## src/rtl/mcpu_ctrl_fsm.sv

```systemverilog
// Multi-cycle RV32I control FSM: sequences FETCH/DECODE/EXE/MEM/WB over a shared-memory datapath,
// stalls on MIO_ready and traps on undecodable instructions or memory accesses that never complete.
module mcpu_ctrl_fsm #(
    parameter int MEM_TIMEOUT = 16,
    parameter int TO_W        = $clog2(MEM_TIMEOUT + 1),
    parameter bit RESET_PC_EN = 1'b1
) (
    input  logic       clk,
    input  logic       rst_n,
    input  logic [6:0] OPcode,
    input  logic [2:0] Fun3,
    input  logic       Fun7,
    input  logic       zero,
    input  logic       MIO_ready,
    output logic       PCWrite,
    output logic [1:0] PCSrc,
    output logic       IorD,
    output logic       MemRead,
    output logic       MemRW,
    output logic       IRWrite,
    output logic       RegWrite,
    output logic [1:0] MemtoReg,
    output logic [1:0] ALUSrc_A,
    output logic [1:0] ALUSrc_B,
    output logic [2:0] ImmSel,
    output logic [3:0] ALU_Control,
    output logic       CPU_MIO,
    output logic [3:0] state,
    output logic       illegal_inst,
    output logic       mem_timeout
);
    typedef enum logic [3:0] {
        S_INIT = 4'd0, S_FETCH = 4'd1, S_DECODE = 4'd2, S_EXE_R = 4'd3,
        S_EXE_I = 4'd4, S_MEM_ADDR = 4'd5, S_MEM_RD = 4'd6, S_MEM_WB = 4'd7,
        S_MEM_WR = 4'd8, S_BRANCH = 4'd9, S_JAL = 4'd10, S_JALR = 4'd11,
        S_LUI = 4'd12, S_AUIPC = 4'd13, S_ALU_WB = 4'd14, S_TRAP = 4'd15
    } state_t;

    localparam state_t RESET_STATE = RESET_PC_EN ? S_INIT : S_FETCH;

    localparam logic [3:0] ALU_ADD = 4'b0010, ALU_SUB = 4'b0110, ALU_SLT = 4'b0111, ALU_SLTU = 4'b1001;
    localparam logic [3:0] ALU_XOR = 4'b1100, ALU_OR = 4'b0001, ALU_AND = 4'b0000;
    localparam logic [3:0] ALU_SLL = 4'b1110, ALU_SRL = 4'b1101, ALU_SRA = 4'b1111;
    localparam logic [2:0] IMM_U = 3'b000, IMM_I = 3'b001, IMM_S = 3'b010, IMM_B = 3'b011, IMM_J = 3'b100;

    state_t          state_q, state_d;
    logic [TO_W-1:0] wait_cnt_q, wait_cnt_d, wait_inc;
    logic            illegal_q, illegal_d, timeout_q, timeout_d;
    logic            timeout_hit, br_taken;
    logic [4:0]      r_dec, i_dec;
    logic            unused_opc_lsbs;

    // {legal, alu_op} for register-register encodings.
    function automatic logic [4:0] r_alu(input logic [2:0] f3, input logic f7);
        logic [4:0] r;
        case ({f7, f3})
            4'b0_000: r = {1'b1, ALU_ADD};
            4'b1_000: r = {1'b1, ALU_SUB};
            4'b0_001: r = {1'b1, ALU_SLL};
            4'b0_010: r = {1'b1, ALU_SLT};
            4'b0_011: r = {1'b1, ALU_SLTU};
            4'b0_100: r = {1'b1, ALU_XOR};
            4'b0_101: r = {1'b1, ALU_SRL};
            4'b1_101: r = {1'b1, ALU_SRA};
            4'b0_110: r = {1'b1, ALU_OR};
            4'b0_111: r = {1'b1, ALU_AND};
            default:  r = {1'b0, ALU_ADD};
        endcase
        return r;
    endfunction

    // Immediate forms: Fun7 is an immediate bit except for the shift encodings.
    function automatic logic [4:0] i_alu(input logic [2:0] f3, input logic f7);
        logic [4:0] r;
        case (f3)
            3'b000:  r = {1'b1, ALU_ADD};
            3'b001:  r = {~f7, f7 ? ALU_ADD : ALU_SLL};
            3'b010:  r = {1'b1, ALU_SLT};
            3'b011:  r = {1'b1, ALU_SLTU};
            3'b100:  r = {1'b1, ALU_XOR};
            3'b101:  r = {1'b1, f7 ? ALU_SRA : ALU_SRL};
            3'b110:  r = {1'b1, ALU_OR};
            default: r = {1'b1, ALU_AND};
        endcase
        return r;
    endfunction

    assign r_dec           = r_alu(Fun3, Fun7);
    assign i_dec           = i_alu(Fun3, Fun7);
    assign wait_inc        = (wait_cnt_q >= TO_W'(MEM_TIMEOUT)) ? wait_cnt_q : wait_cnt_q + TO_W'(1);
    assign timeout_hit     = (wait_inc == TO_W'(MEM_TIMEOUT));
    assign br_taken        = Fun3[0] ^ (Fun3[2] ? ~zero : zero);
    assign unused_opc_lsbs = &OPcode[1:0];

    always_ff @(posedge clk or negedge rst_n) begin
        if (!rst_n) begin
            state_q    <= RESET_STATE;
            wait_cnt_q <= '0;
            illegal_q  <= 1'b0;
            timeout_q  <= 1'b0;
        end else begin
            state_q    <= state_d;
            wait_cnt_q <= wait_cnt_d;
            illegal_q  <= illegal_d;
            timeout_q  <= timeout_d;
        end
    end

    always_comb begin
        state_d     = state_q;
        wait_cnt_d  = '0;
        illegal_d   = illegal_q;
        timeout_d   = timeout_q;
        PCWrite     = 1'b0;
        PCSrc       = 2'b00;
        IorD        = 1'b0;
        MemRead     = 1'b0;
        MemRW       = 1'b0;
        IRWrite     = 1'b0;
        RegWrite    = 1'b0;
        MemtoReg    = 2'b00;
        ALUSrc_A    = 2'b00;
        ALUSrc_B    = 2'b00;
        ImmSel      = IMM_U;
        ALU_Control = ALU_ADD;
        case (state_q)
            S_INIT: begin
                PCWrite = 1'b1;
                PCSrc   = 2'b11;
                state_d = S_FETCH;
            end
            S_FETCH: begin
                MemRead  = 1'b1;
                ALUSrc_B = 2'b01;
                if (MIO_ready) begin
                    IRWrite = 1'b1;
                    PCWrite = 1'b1;
                    state_d = S_DECODE;
                end else begin
                    wait_cnt_d = wait_inc;
                    if (timeout_hit) begin
                        state_d   = S_TRAP;
                        timeout_d = 1'b1;
                    end
                end
            end
            S_DECODE: begin
                // Branch target is precomputed here into ALUOut from the old PC.
                ALUSrc_A = 2'b10;
                ALUSrc_B = 2'b10;
                ImmSel   = IMM_B;
                case (OPcode[6:2])
                    5'b01100:          state_d = S_EXE_R;
                    5'b00100:          state_d = S_EXE_I;
                    5'b00000, 5'b01000: state_d = S_MEM_ADDR;
                    5'b11000:          state_d = S_BRANCH;
                    5'b11011:          state_d = S_JAL;
                    5'b11001:          state_d = S_JALR;
                    5'b01101:          state_d = S_LUI;
                    5'b00101:          state_d = S_AUIPC;
                    default: begin
                        state_d   = S_TRAP;
                        illegal_d = 1'b1;
                    end
                endcase
            end
            S_EXE_R, S_EXE_I: begin
                ALUSrc_A = 2'b01;
                if (state_q == S_EXE_I) begin
                    ALUSrc_B = 2'b10;
                    ImmSel   = IMM_I;
                end
                if ((state_q == S_EXE_R) ? r_dec[4] : i_dec[4]) begin
                    ALU_Control = (state_q == S_EXE_R) ? r_dec[3:0] : i_dec[3:0];
                    state_d     = S_ALU_WB;
                end else begin
                    state_d   = S_TRAP;
                    illegal_d = 1'b1;
                end
            end
            S_MEM_ADDR: begin
                ALUSrc_A = 2'b01;
                ALUSrc_B = 2'b10;
                ImmSel   = OPcode[5] ? IMM_S : IMM_I;
                state_d  = OPcode[5] ? S_MEM_WR : S_MEM_RD;
            end
            S_MEM_RD, S_MEM_WR: begin
                IorD    = 1'b1;
                MemRead = (state_q == S_MEM_RD);
                MemRW   = (state_q == S_MEM_WR);
                if (MIO_ready) begin
                    state_d = (state_q == S_MEM_RD) ? S_MEM_WB : S_FETCH;
                end else begin
                    wait_cnt_d = wait_inc;
                    if (timeout_hit) begin
                        state_d   = S_TRAP;
                        timeout_d = 1'b1;
                    end
                end
            end
            S_MEM_WB: begin
                RegWrite = 1'b1;
                MemtoReg = 2'b01;
                state_d  = S_FETCH;
            end
            S_BRANCH: begin
                ALUSrc_A = 2'b01;
                PCSrc    = 2'b01;
                case (Fun3[2:1])
                    2'b00:   ALU_Control = ALU_SUB;
                    2'b10:   ALU_Control = ALU_SLT;
                    2'b11:   ALU_Control = ALU_SLTU;
                    default: ALU_Control = ALU_ADD;
                endcase
                if (Fun3[2:1] == 2'b01) begin
                    state_d   = S_TRAP;
                    illegal_d = 1'b1;
                end else begin
                    PCWrite = br_taken;
                    state_d = S_FETCH;
                end
            end
            S_JAL, S_JALR: begin
                // Link value comes from the PC register before this cycle's update.
                RegWrite = 1'b1;
                MemtoReg = 2'b10;
                ALUSrc_A = (state_q == S_JAL) ? 2'b10 : 2'b01;
                ALUSrc_B = 2'b10;
                ImmSel   = (state_q == S_JAL) ? IMM_J : IMM_I;
                PCWrite  = 1'b1;
                PCSrc    = (state_q == S_JAL) ? 2'b00 : 2'b10;
                state_d  = S_FETCH;
            end
            S_LUI: begin
                RegWrite = 1'b1;
                MemtoReg = 2'b11;
                state_d  = S_FETCH;
            end
            S_AUIPC: begin
                ALUSrc_A = 2'b10;
                ALUSrc_B = 2'b10;
                state_d  = S_ALU_WB;
            end
            S_ALU_WB: begin
                RegWrite = 1'b1;
                state_d  = S_FETCH;
            end
            default: begin
                wait_cnt_d = wait_cnt_q;
            end
        endcase
        // While reset is held the bus and PC stay quiet, even in the reset-vector state.
        if (!rst_n) begin
            PCWrite     = 1'b0;
            PCSrc       = 2'b00;
            IorD        = 1'b0;
            MemRead     = 1'b0;
            MemRW       = 1'b0;
            IRWrite     = 1'b0;
            RegWrite    = 1'b0;
            MemtoReg    = 2'b00;
            ALUSrc_A    = 2'b00;
            ALUSrc_B    = 2'b00;
            ImmSel      = IMM_U;
            ALU_Control = ALU_ADD;
        end
    end

    assign CPU_MIO      = MemRead | MemRW;
    assign state        = state_q;
    assign illegal_inst = illegal_q;
    assign mem_timeout  = timeout_q;
endmodule

```

## config.mk

```make
export PLATFORM = sky130hd
export DESIGN_NAME = mcpu_ctrl_fsm
export DESIGN_NICKNAME = d
export VERILOG_FILES = /design/src/rtl/mcpu_ctrl_fsm.sv
export SDC_FILE = /design/constraint.sdc
export NUM_CORES = 1
export LEC_CHECK = 0
export ABC_AREA = 0
export BUFFER_PORTS_ARGS = -buffer_cell sky130_fd_sc_hd__buf_2
export CAP_MARGIN = 20
export CORE_MARGIN = 2
export CORE_UTILIZATION = 45
export DETAILED_ROUTE_END_ITERATION = 6
export HOLD_SLACK_MARGIN = 0.02
export PLACE_DENSITY = 0.77
export SYNTH_ARGS = -nofsm -noshare
export SYNTH_HDL_FRONTEND = slang
export SYNTH_SLANG_ARGS = --single-unit
```

## constraint.sdc

```tcl
create_clock -name clk -period 2.6 [get_ports clk]
set_clock_uncertainty 0.1 [all_clocks]
set_input_delay 0.52 -clock clk [delete_from_list [all_inputs] [get_ports clk]]
set_output_delay 0.52 -clock clk [all_outputs]
set_load 0.02 [all_outputs]
```

==> flow_metrics.tcl <==
set metrics [dict create \
    status "complete, but fails checks" \
    violations "setup timing" \
    rsz0062_at_grt "yes" \
    maxSlewHeadroom 0.7314 \
    vias 1893 \
    ir_worst_vdd_mv 0.3615 \
    slowest_delay_ns 0.53 \
    nets 308 \
    cp_slowest_cell "or4b_4" \
    htree_levels 1 \
    dieArea_um2 3948 \
    grt_pass1_wl_um 7348 \
    coreArea_um2 3337 \
    yosysTopAreaCellShare 0.1767 \
    hold_violations 0 \
    die_x_um 62.84 \
    critPathCaptureType "output port" \
    antenna_found_initial 0 \
    cts_buffers 3 \
    arrival_ns 1.99 \
    ys_types 48 \
    wire_per_inst_um 13.56 \
    fill_cells 322 \
    synthArstFlopShare 1.000 \
    netlist.top_cell.by_area "dfrtp_1" \
    avgSynthCellArea_um2 6.686 \
    path_cells "buf_12, clkinv_8, ha_4, nand2_4, or4b_4, a22oi_2, a221o_1, a21oi_2, buf_6" \
    die_h_um 62.84 \
    clock_path_buffers 2 \
    postSynthCellCount 233 \
    pre_cts_ws_ns -0.2940 \
    path_max_fanout 4 \
    path_buf_inv 3 \
    ys_ff_latch 11 \
    ant_nets 0 \
    initial_core_util 0.4668 \
    period_share 1.003 \
    wl_um 4501 \
    drv_slew 0 \
    setup_viol 1 \
    syn_nets 254 \
    fin_ws_ns -0.008582 \
    grt_max_degree 27 \
    synth_area_leaders "dfrtp_1 (18%), a21oi_1 (8.7%), nand2b_1 (6.8%), o21ai_0 (5.8%), nor2_1 (5.3%)" \
    viasPerCell 5.702 \
    crit_type "in -> out" \
    layout_common_cells "buf_2 (35), buf_4 (25), a21oi_1 (24)" \
    cts_tree "built" \
    seqCellArea_um2 277.8 \
    syn_area_um2 1558 \
    whs_ns 0.2615 \
    drc_errors 0 \
    grt_usage 0.2205 \
    yosysWarnings 0 \
    yosysSeqAreaShare 0.1767 \
    clock_sinks 11 \
    clk_pin_slew_ns 0.07 \
    portBuffers 40 \
    critPathLaunchType "input port" \
    fin_crit_ns 2.609 \
    firstDrtPassIters 4 \
    insertion_delay_ns 0.27 \
    grt_pass1_vias 1652 \
    place_congestion 0.8855 \
    layout_commonest_cell "buf_2" \
    required_ns 1.98 \
    cp.depth 9 \
    multiInputGateArea_um2 1256 \
    timing.fmax_mhz 383.4 \
    dp_hpwl_um 3309 \
    synthFlopType "dfrtp_1" \
    hold_class "in -> async" \
    leakage_nw 0.9063 \
    layout-drive-gt1-share 0.3112 \
    tightest_slew_ns 0.4030 \
    placementRows 21 \
    drv_cap 0 \
    synth_edf_count 0 \
    root_buffer "clkbuf_4" \
    power.density_nw_per_um2 863.4 \
    grt_overflow 0 \
    drt_iter0_markers 104 \
    critPathTopFamily "simple AND/OR/NAND/NOR gates" \
    ios 43 \
    reg2regPathDepth 6 \
    area_growth_pct 34.22 \
    n_antenna_cell 0 \
]
flip-flops by register name (all words and copies together) (netlist names):
signal / count
wait_cnt_q: 5
illegal_inst: 1
state: 4
mem_timeout: 1
per-layer routing:
metal / up-vias / routed length [µm] / global-route usage
met1: 863 / 2040 / 0.3053
met3: 4 / 304 / 0.03784
met4: 0 / 38 / 0.05000
li1: 943 / - / -
met2: 83 / 2117 / 0.3575
met5: - / 0 / 0
path summary, 6_finish.rpt:
path | endpoint | slack [ns] | startpoint
worst max-delay path | ALU_Control[0] | -0.009 | Fun3[1]
worst min-delay path | wait_cnt_q[4] | 0.26 | rst_n
worst max register to register | wait_cnt_q[2] | 0.48 | state[3]
worst min register to register | illegal_inst | 0.36 | illegal_inst
max in group asynchronous | wait_cnt_q[3] | 1.67 | rst_n
min in group clk | illegal_inst | 0.36 | illegal_inst
where the power goes:
part | internal (W) | total, W | switching, W
clock | 0.0000594 | 0.000120 | 0.0000607
combinational | 0.000549 | 0.00139 | 0.000837
sequential | 0.000219 | 0.000299 | 0.0000807
metrics by stage:
| stage | TNS [ns] | utilization | instance area [µm²] | cells | power, W |
|---|---|---|---|---|---|
| global placement | -0.5108 | 0.5729 | 1912 | 324 | 0.001615 |
| detailed placement | -0.5613 | 0.5729 | 1912 | 324 | 0.001627 |
| finish | -0.008582 | 0.6265 | 2091 | 332 | 0.001805 |
| global route | -0.1530 | 0.6265 | 2091 | 332 | 0.001977 |
| floorplan | 0 | - | 1565 | 233 | 0.001237 |
| CTS | -0.03202 | 0.6085 | 2031 | 331 | 0.001769 |
area by class of cell:
| type | instances | area share |
|---|---|---|
| clock buffer | 4 | 0.01257 |
| inverter | 11 | 0.02573 |
| multi-input combinational | 196 | 0.6008 |
| sequential | 11 | 0.1329 |
| tap | 46 | 0.02753 |
| timing repair buffer | 64 | 0.2005 |
cell families (layout without fill, tap and decap cells):
kind of cell               after synthesis  in the layout  share of synthesized area
and+or+nand+nor                        105            105                     0.3550
AOI/OAI and AO/OA                       80             80                     0.3245
buffers and inverters                   26             79                    0.06586
DFF                                     11             11                     0.1767
adders and majority gates                6              6                    0.04819
xor gates and xnor gates                 3              3                    0.01687
muxes                                    2              2                    0.01285
synth_stat cells (all sizes together) (2+ instances only):
cell type / count
a211o: 2
a21boi: 2
a21o: 3
a21oi: 27
a221o: 2
a22oi: 2
and2: 3
and3: 3
buf: 2
clkbuf: 13
dfrtp: 11
ha: 6
inv: 11
mux2i: 2
nand2: 21
nand2b: 17
nand3: 5
nand4b: 2
nor2: 22
nor2b: 7
nor3: 7
nor3b: 3
nor4: 4
o211ai: 3
o21a: 4
o21ai: 18
o22ai: 5
o31a: 2
o31ai: 2
or2: 4
or3: 2
or4b: 2
xnor2: 2
what timing repair did:
action,in CTS,in global routing
setup buffers,2,1
gates cloned,0,0
hold buffers,1,0
setup endpoints to repair,3,6
endpoints found under the hold margin,1,0
gates resized for setup,20,16
pin swaps,6,6
(Power assumes the default switching activity.)
